### src/rtl/spi_tx_pkg.sv
// Shared types and sizing for the SPI slave transmit path.
// Optional macro SPI_TX_PARITY_EN appends an odd-parity bit to every frame.
package spi_tx_pkg;

    typedef enum logic [1:0] {IDLE, LOADED, SHIFT} state_e;

    localparam int DEF_DATA_W = 8;

    // Number of bits presented on MISO per accepted word.
    function automatic int frame_len(input int data_w);
`ifdef SPI_TX_PARITY_EN
        return data_w + 1;
`else
        return data_w;
`endif
    endfunction

    localparam int DEF_FRAME_W = frame_len(DEF_DATA_W);

endpackage

### src/rtl/spi_bit_counter.sv
// Bit counter with clear, load and increment (priority in that order)
// and a terminal-count flag; shared by the SPI shifters.
module spi_bit_counter #(
    parameter int CNT_W = 4,
    parameter int TERM  = 8
) (
    input  logic             clk,
    input  logic             rst,
    input  logic             clr,
    input  logic             load,
    input  logic [CNT_W-1:0] load_val,
    input  logic             inc,
    output logic             tc
);

    logic [CNT_W-1:0] cnt_q, cnt_d;

    always_comb begin
        cnt_d = cnt_q;
        if (clr)
            cnt_d = '0;
        else if (load)
            cnt_d = load_val;
        else if (inc)
            cnt_d = cnt_q + CNT_W'(1);
    end

    always_ff @(posedge clk) begin
        if (rst)
            cnt_q <= '0;
        else
            cnt_q <= cnt_d;
    end

    assign tc = (cnt_q == CNT_W'(TERM));

endmodule

### src/rtl/spi_slave_piso.sv
// SPI slave transmit shifter: accepts a word by valid/ready, shifts it out
// MSB-first on MISO while SS_n is low. Optional macro: SPI_TX_PARITY_EN.
module spi_slave_piso
    import spi_tx_pkg::*;
#(
    parameter int DATA_W = DEF_DATA_W,
    parameter int CNT_W  = $clog2(DATA_W + 2)
) (
    input  logic              clk,
    input  logic              rst,
    input  logic              SS_n,
    input  logic              tx_valid,
    input  logic [DATA_W-1:0] tx_data,
    output logic              tx_ready,
    output logic              MISO,
    output logic              busy,
    output logic              tx_done
);

    localparam int FRAME_W = frame_len(DATA_W);

    state_e               state_q, state_d;
    logic [FRAME_W-1:0]   shreg_q, shreg_d;
    logic                 miso_q, miso_d;
    logic                 done_q, done_d;
    logic                 cnt_tc;

    logic                 accept, start, shift_more, finish, abort_xfer;

    // State register
    always_ff @(posedge clk) begin
        if (rst)
            state_q <= IDLE;
        else
            state_q <= state_d;
    end

    // Next-state logic
    always_comb begin
        state_d = state_q;
        unique case (state_q)
            IDLE:    if (tx_valid) state_d = LOADED;
            LOADED:  if (!SS_n) state_d = SHIFT;
            SHIFT:   if (SS_n || cnt_tc) state_d = IDLE;
            default: state_d = IDLE;
        endcase
    end

    // State-derived outputs and event decodes
    always_comb begin
        tx_ready   = (state_q == IDLE);
        busy       = (state_q != IDLE);
        accept     = (state_q == IDLE) && tx_valid;
        start      = (state_q == LOADED) && !SS_n;
        shift_more = (state_q == SHIFT) && !SS_n && !cnt_tc;
        finish     = (state_q == SHIFT) && !SS_n && cnt_tc;
        abort_xfer = (state_q == SHIFT) && SS_n;
    end

    // Datapath: MISO only ever carries a shifted bit, otherwise it idles low.
    always_comb begin
        shreg_d = shreg_q;
        if (accept) begin
`ifdef SPI_TX_PARITY_EN
            shreg_d = {tx_data, ~^tx_data};
`else
            shreg_d = tx_data;
`endif
        end else if (start || shift_more) begin
            shreg_d = shreg_q << 1;
        end
        miso_d = (start || shift_more) ? shreg_q[FRAME_W-1] : 1'b0;
        done_d = finish;
    end

    always_ff @(posedge clk) begin
        if (rst) begin
            shreg_q <= '0;
            miso_q  <= 1'b0;
            done_q  <= 1'b0;
        end else begin
            shreg_q <= shreg_d;
            miso_q  <= miso_d;
            done_q  <= done_d;
        end
    end

    // Counter reaches FRAME_W once the last bit has been on MISO a full cycle.
    spi_bit_counter #(
        .CNT_W (CNT_W),
        .TERM  (FRAME_W)
    ) u_bit_cnt (
        .clk      (clk),
        .rst      (rst),
        .clr      (finish || abort_xfer),
        .load     (start),
        .load_val (CNT_W'(1)),
        .inc      (shift_more),
        .tc       (cnt_tc)
    );

    assign MISO    = miso_q;
    assign tx_done = done_q;

endmodule

### config.mk
export PLATFORM = sky130hd
export DESIGN_NAME = spi_slave_piso
export DESIGN_NICKNAME = d
export VERILOG_FILES = /design/src/rtl/spi_tx_pkg.sv /design/src/rtl/spi_bit_counter.sv /design/src/rtl/spi_slave_piso.sv
export SDC_FILE = /design/constraint.sdc
export NUM_CORES = 1
export LEC_CHECK = 0
export CAP_MARGIN = 10
export CORE_ASPECT_RATIO = 1.1
export CORE_MARGIN = 2
export CORE_UTILIZATION = 55
export CTS_CLUSTER_DIAMETER = 30
export DETAILED_ROUTE_END_ITERATION = 12
export PLACE_DENSITY_LB_ADDON = 0.08
export SLEW_MARGIN = 10
export SYNTH_ARGS = -nofsm -noshare
export SYNTH_HDL_FRONTEND = slang
export SYNTH_SLANG_ARGS = --single-unit
### constraint.sdc
create_clock -name clk -period 3.8 [get_ports clk]
set_clock_uncertainty 0.2 [all_clocks]
set_input_delay 0.38 -clock clk [delete_from_list [all_inputs] [get_ports clk]]
set_output_delay 0.38 -clock clk [all_outputs]
set_load 0.1 [all_outputs]
==> flow_summary.json <==
{
  "outcome": "finished clean",
  "p_per_area_nw_per_um2": 359,
  "whs_ns": 0.296,
  "critPathKind": "reg2out",
  "maxCapViolCount": 0,
  "start_util_pct": 59.0,
  "dpl.hpwl_um": 1410,
  "ys.flop_type": "dfxtp_1",
  "clock_latency_ns": 0.29,
  "worst_pin_slew_ns": 0.957,
  "ys_types": 34,
  "cts_repair_resize_count": 0,
  "antenna_found_initial": 0,
  "clk_path_buf_depth": 2,
  "ys_warn_count": 0,
  "synth_top_family_by_area": "simple AND/OR/NAND/NOR gates",
  "num-nets-final": 143,
  "synth-xor-area-share_pct": 2.83,
  "slew_violations": 0,
  "ant_nets": 0,
  "rsz0062_at_grt": "false",
  "cp_max_fo": 1,
  "synthTopCellsByArea": "dfxtp_1 34%, o21ai_0 7.0%, nor2_1 6.5%",
  "coreArea_um2": 1580,
  "ys_top_cells_by_count": "16 x dfxtp_1, 16 x nor2_1, 13 x o21ai_0",
  "cp_data_arrival_time_ns": 1.73,
  "wirelength_um": 2040,
  "synthArstFlopShare_pct": 0,
  "rows": 15,
  "cts_buffers": 3,
  "synth_nets": 130,
  "viasPerCell": 5.99,
  "drt_iter0_markers": 31,
  "vias": 869,
  "synth_mux_area_share_pct": 2.15,
  "synth_edf_count": 0,
  "gp_congestion": 0.730,
  "first_pass_iters": 5,
  "critPathMaxStageDelay_ns": 1.12,
  "h-tree-depth": 1,
  "cts_hold_buf": 0,
  "ys_seq_elements": 16,
  "cts_setup_buffers": 0,
  "worstSetupStartpoint": "MISO$_SDFF_PP0_",
  "synth-adder-area-share_pct": 2.69,
  "endpoint_kind": "output pin",
  "drive_above_1_share_pct": 7.81,
  "grt_max_degree": 23,
  "avgSynthCellArea_um2": 8.01,
  "post-place-ws_ns": 1.44,
  "yosys.area.top_type": "dfxtp_1",
  "cpMaxStageDelayCell": "clkdlybuf4s50_1",
  "postSynthCellCount": 116,
  "total_power_mw": 0.389,
  "seqCellArea_um2": 320,
  "setup_slack_ns": 1.49,
  "fin_crit_sh_pct": 60.8,
  "antenna_cells": 0,
  "min-delay-start": "shreg_q[7]$_SDFFE_PP0P_",
  "setup-tns-final_ns": 0,
  "clockRootBuffer": "clkbuf_4",
  "start_kind": "register",
  "wl_per_cell_um": 14.0,
  "crit_path_cell_trace": "clkdlybuf4s50_1",
  "drc": 0,
  "yosys.area_share.simple_pct": 25.8,
  "die_y_um": 47.1,
  "multi_input_area_um2": 541,
  "grt_use_total_pct": 22.3,
  "finalWorstPathRequiredPeriod_ns": 2.31,
  "die_x_um": 43.2,
  "postLayoutCellArea_um2": 1090,
  "grt_overflow": 0,
  "dp_cells": 141,
  "synth_compound_area_share_pct": 24.6,
  "hold_violations": 0,
  "grt_pass1_wl_um": 3330,
  "ir_drop_v": 0.000221,
  "seq_area_frac_synth_pct": 34.5,
  "cp_top_family": "buffers and inverters",
  "max_freq_mhz": 433,
  "syn_area_um2": 930,
  "port_buffers": 15,
  "cp.buffers_inverters": 1,
  "dieArea_um2": 2040,
  "final_util_pct": 68.9,
  "maxSlewHeadroom_pct": 36.0,
  "cts_tree": "done",
  "rr_startpoint": "state_q[1]$_SDFFE_PP0P_",
  "nFillCells": 148,
  "stdcell_count": 145,
  "min_path_type": "reg2reg",
  "path_clk_slew_ns": 0.10,
  "io-pin-count": 16,
  "place_area_um2": 1050,
  "critPathRequiredTime_ns": 3.22,
  "synth_top_area_share_pct": 34.5,
  "cts_sinks": 16,
  "syn_to_final_growth_pct": 16.8,
  "setup_viol": 0,
  "grt_pass1_vias": 775,
  "p_leak_nw": 0.385
}
[routing by layer]
layer / vias up / routed length, µm / GRT usage [%]
met5: - / 0 / 0
met4: 0 / 32 / 10.9
met3: 4 / 97 / 3.46
met2: 29 / 1060 / 39.1
met1: 402 / 851 / 27.0
li1: 434 / - / -
[flip-flops by register name (all words and copies together), names as in the netlist]
name,cells
state_q,2
MISO,1
tx_done,1
u_bit_cnt.cnt_q,4
shreg_q,8
[layout make-up]
| class | count | share of cell area (%) |
|---|---|---|
| clock buffers | 4 | 3.34 |
| inverters | 6 | 2.07 |
| multi-input cells | 87 | 49.8 |
| flip-flops and latches | 16 | 29.5 |
| well taps | 17 | 1.96 |
| repair buffers | 15 | 13.4 |
[where the power goes]
group          total [mW]  switching, mW  internal, mW
sequential          0.193         0.0151         0.178
combinational      0.0793         0.0468        0.0326
clock               0.117         0.0586        0.0584
total               0.389          0.120         0.269
[placed cells by master (no fill, tap or decap), types with 2 or more instances in the layout]
cell type / instances
xor2_1: 2
mux2i_1: 2
nand2b_1: 7
buf_4: 2
nor3b_1: 2
nor2_1: 16
inv_1: 6
clkdlybuf4s50_1: 13
a22oi_1: 5
o21ai_0: 13
a32oi_1: 2
nand2_1: 10
nor3_1: 2
a211oi_1: 7
and2_1: 2
ha_1: 2
clkbuf_4: 3
a21oi_1: 2
dfxtp_1: 16
[worst paths after layout]
path | slack, ns | depth (start not counted) | end
worst max-delay path | 1.49 | 1 | MISO
worst min-delay path | 0.30 | 2 | MISO$_SDFF_PP0_
worst max register to register | 1.60 | 4 | shreg_q[2]$_SDFFE_PP0P_
worst min register to register | 0.30 | 2 | MISO$_SDFF_PP0_
[cells by family (layout without fill, tap and decap cells)]
logic type	Yosys count	count (layout)
adder cells (fa/ha/maj)	2	2
AND/OR/NAND/NOR	46	46
buffers and inverters	13	25
AO/OA/AOI/OAI	34	34
multiplexers	2	2
flip-flops	16	16
XOR/XNOR	3	3
Power figures use the tool's default switching activity.
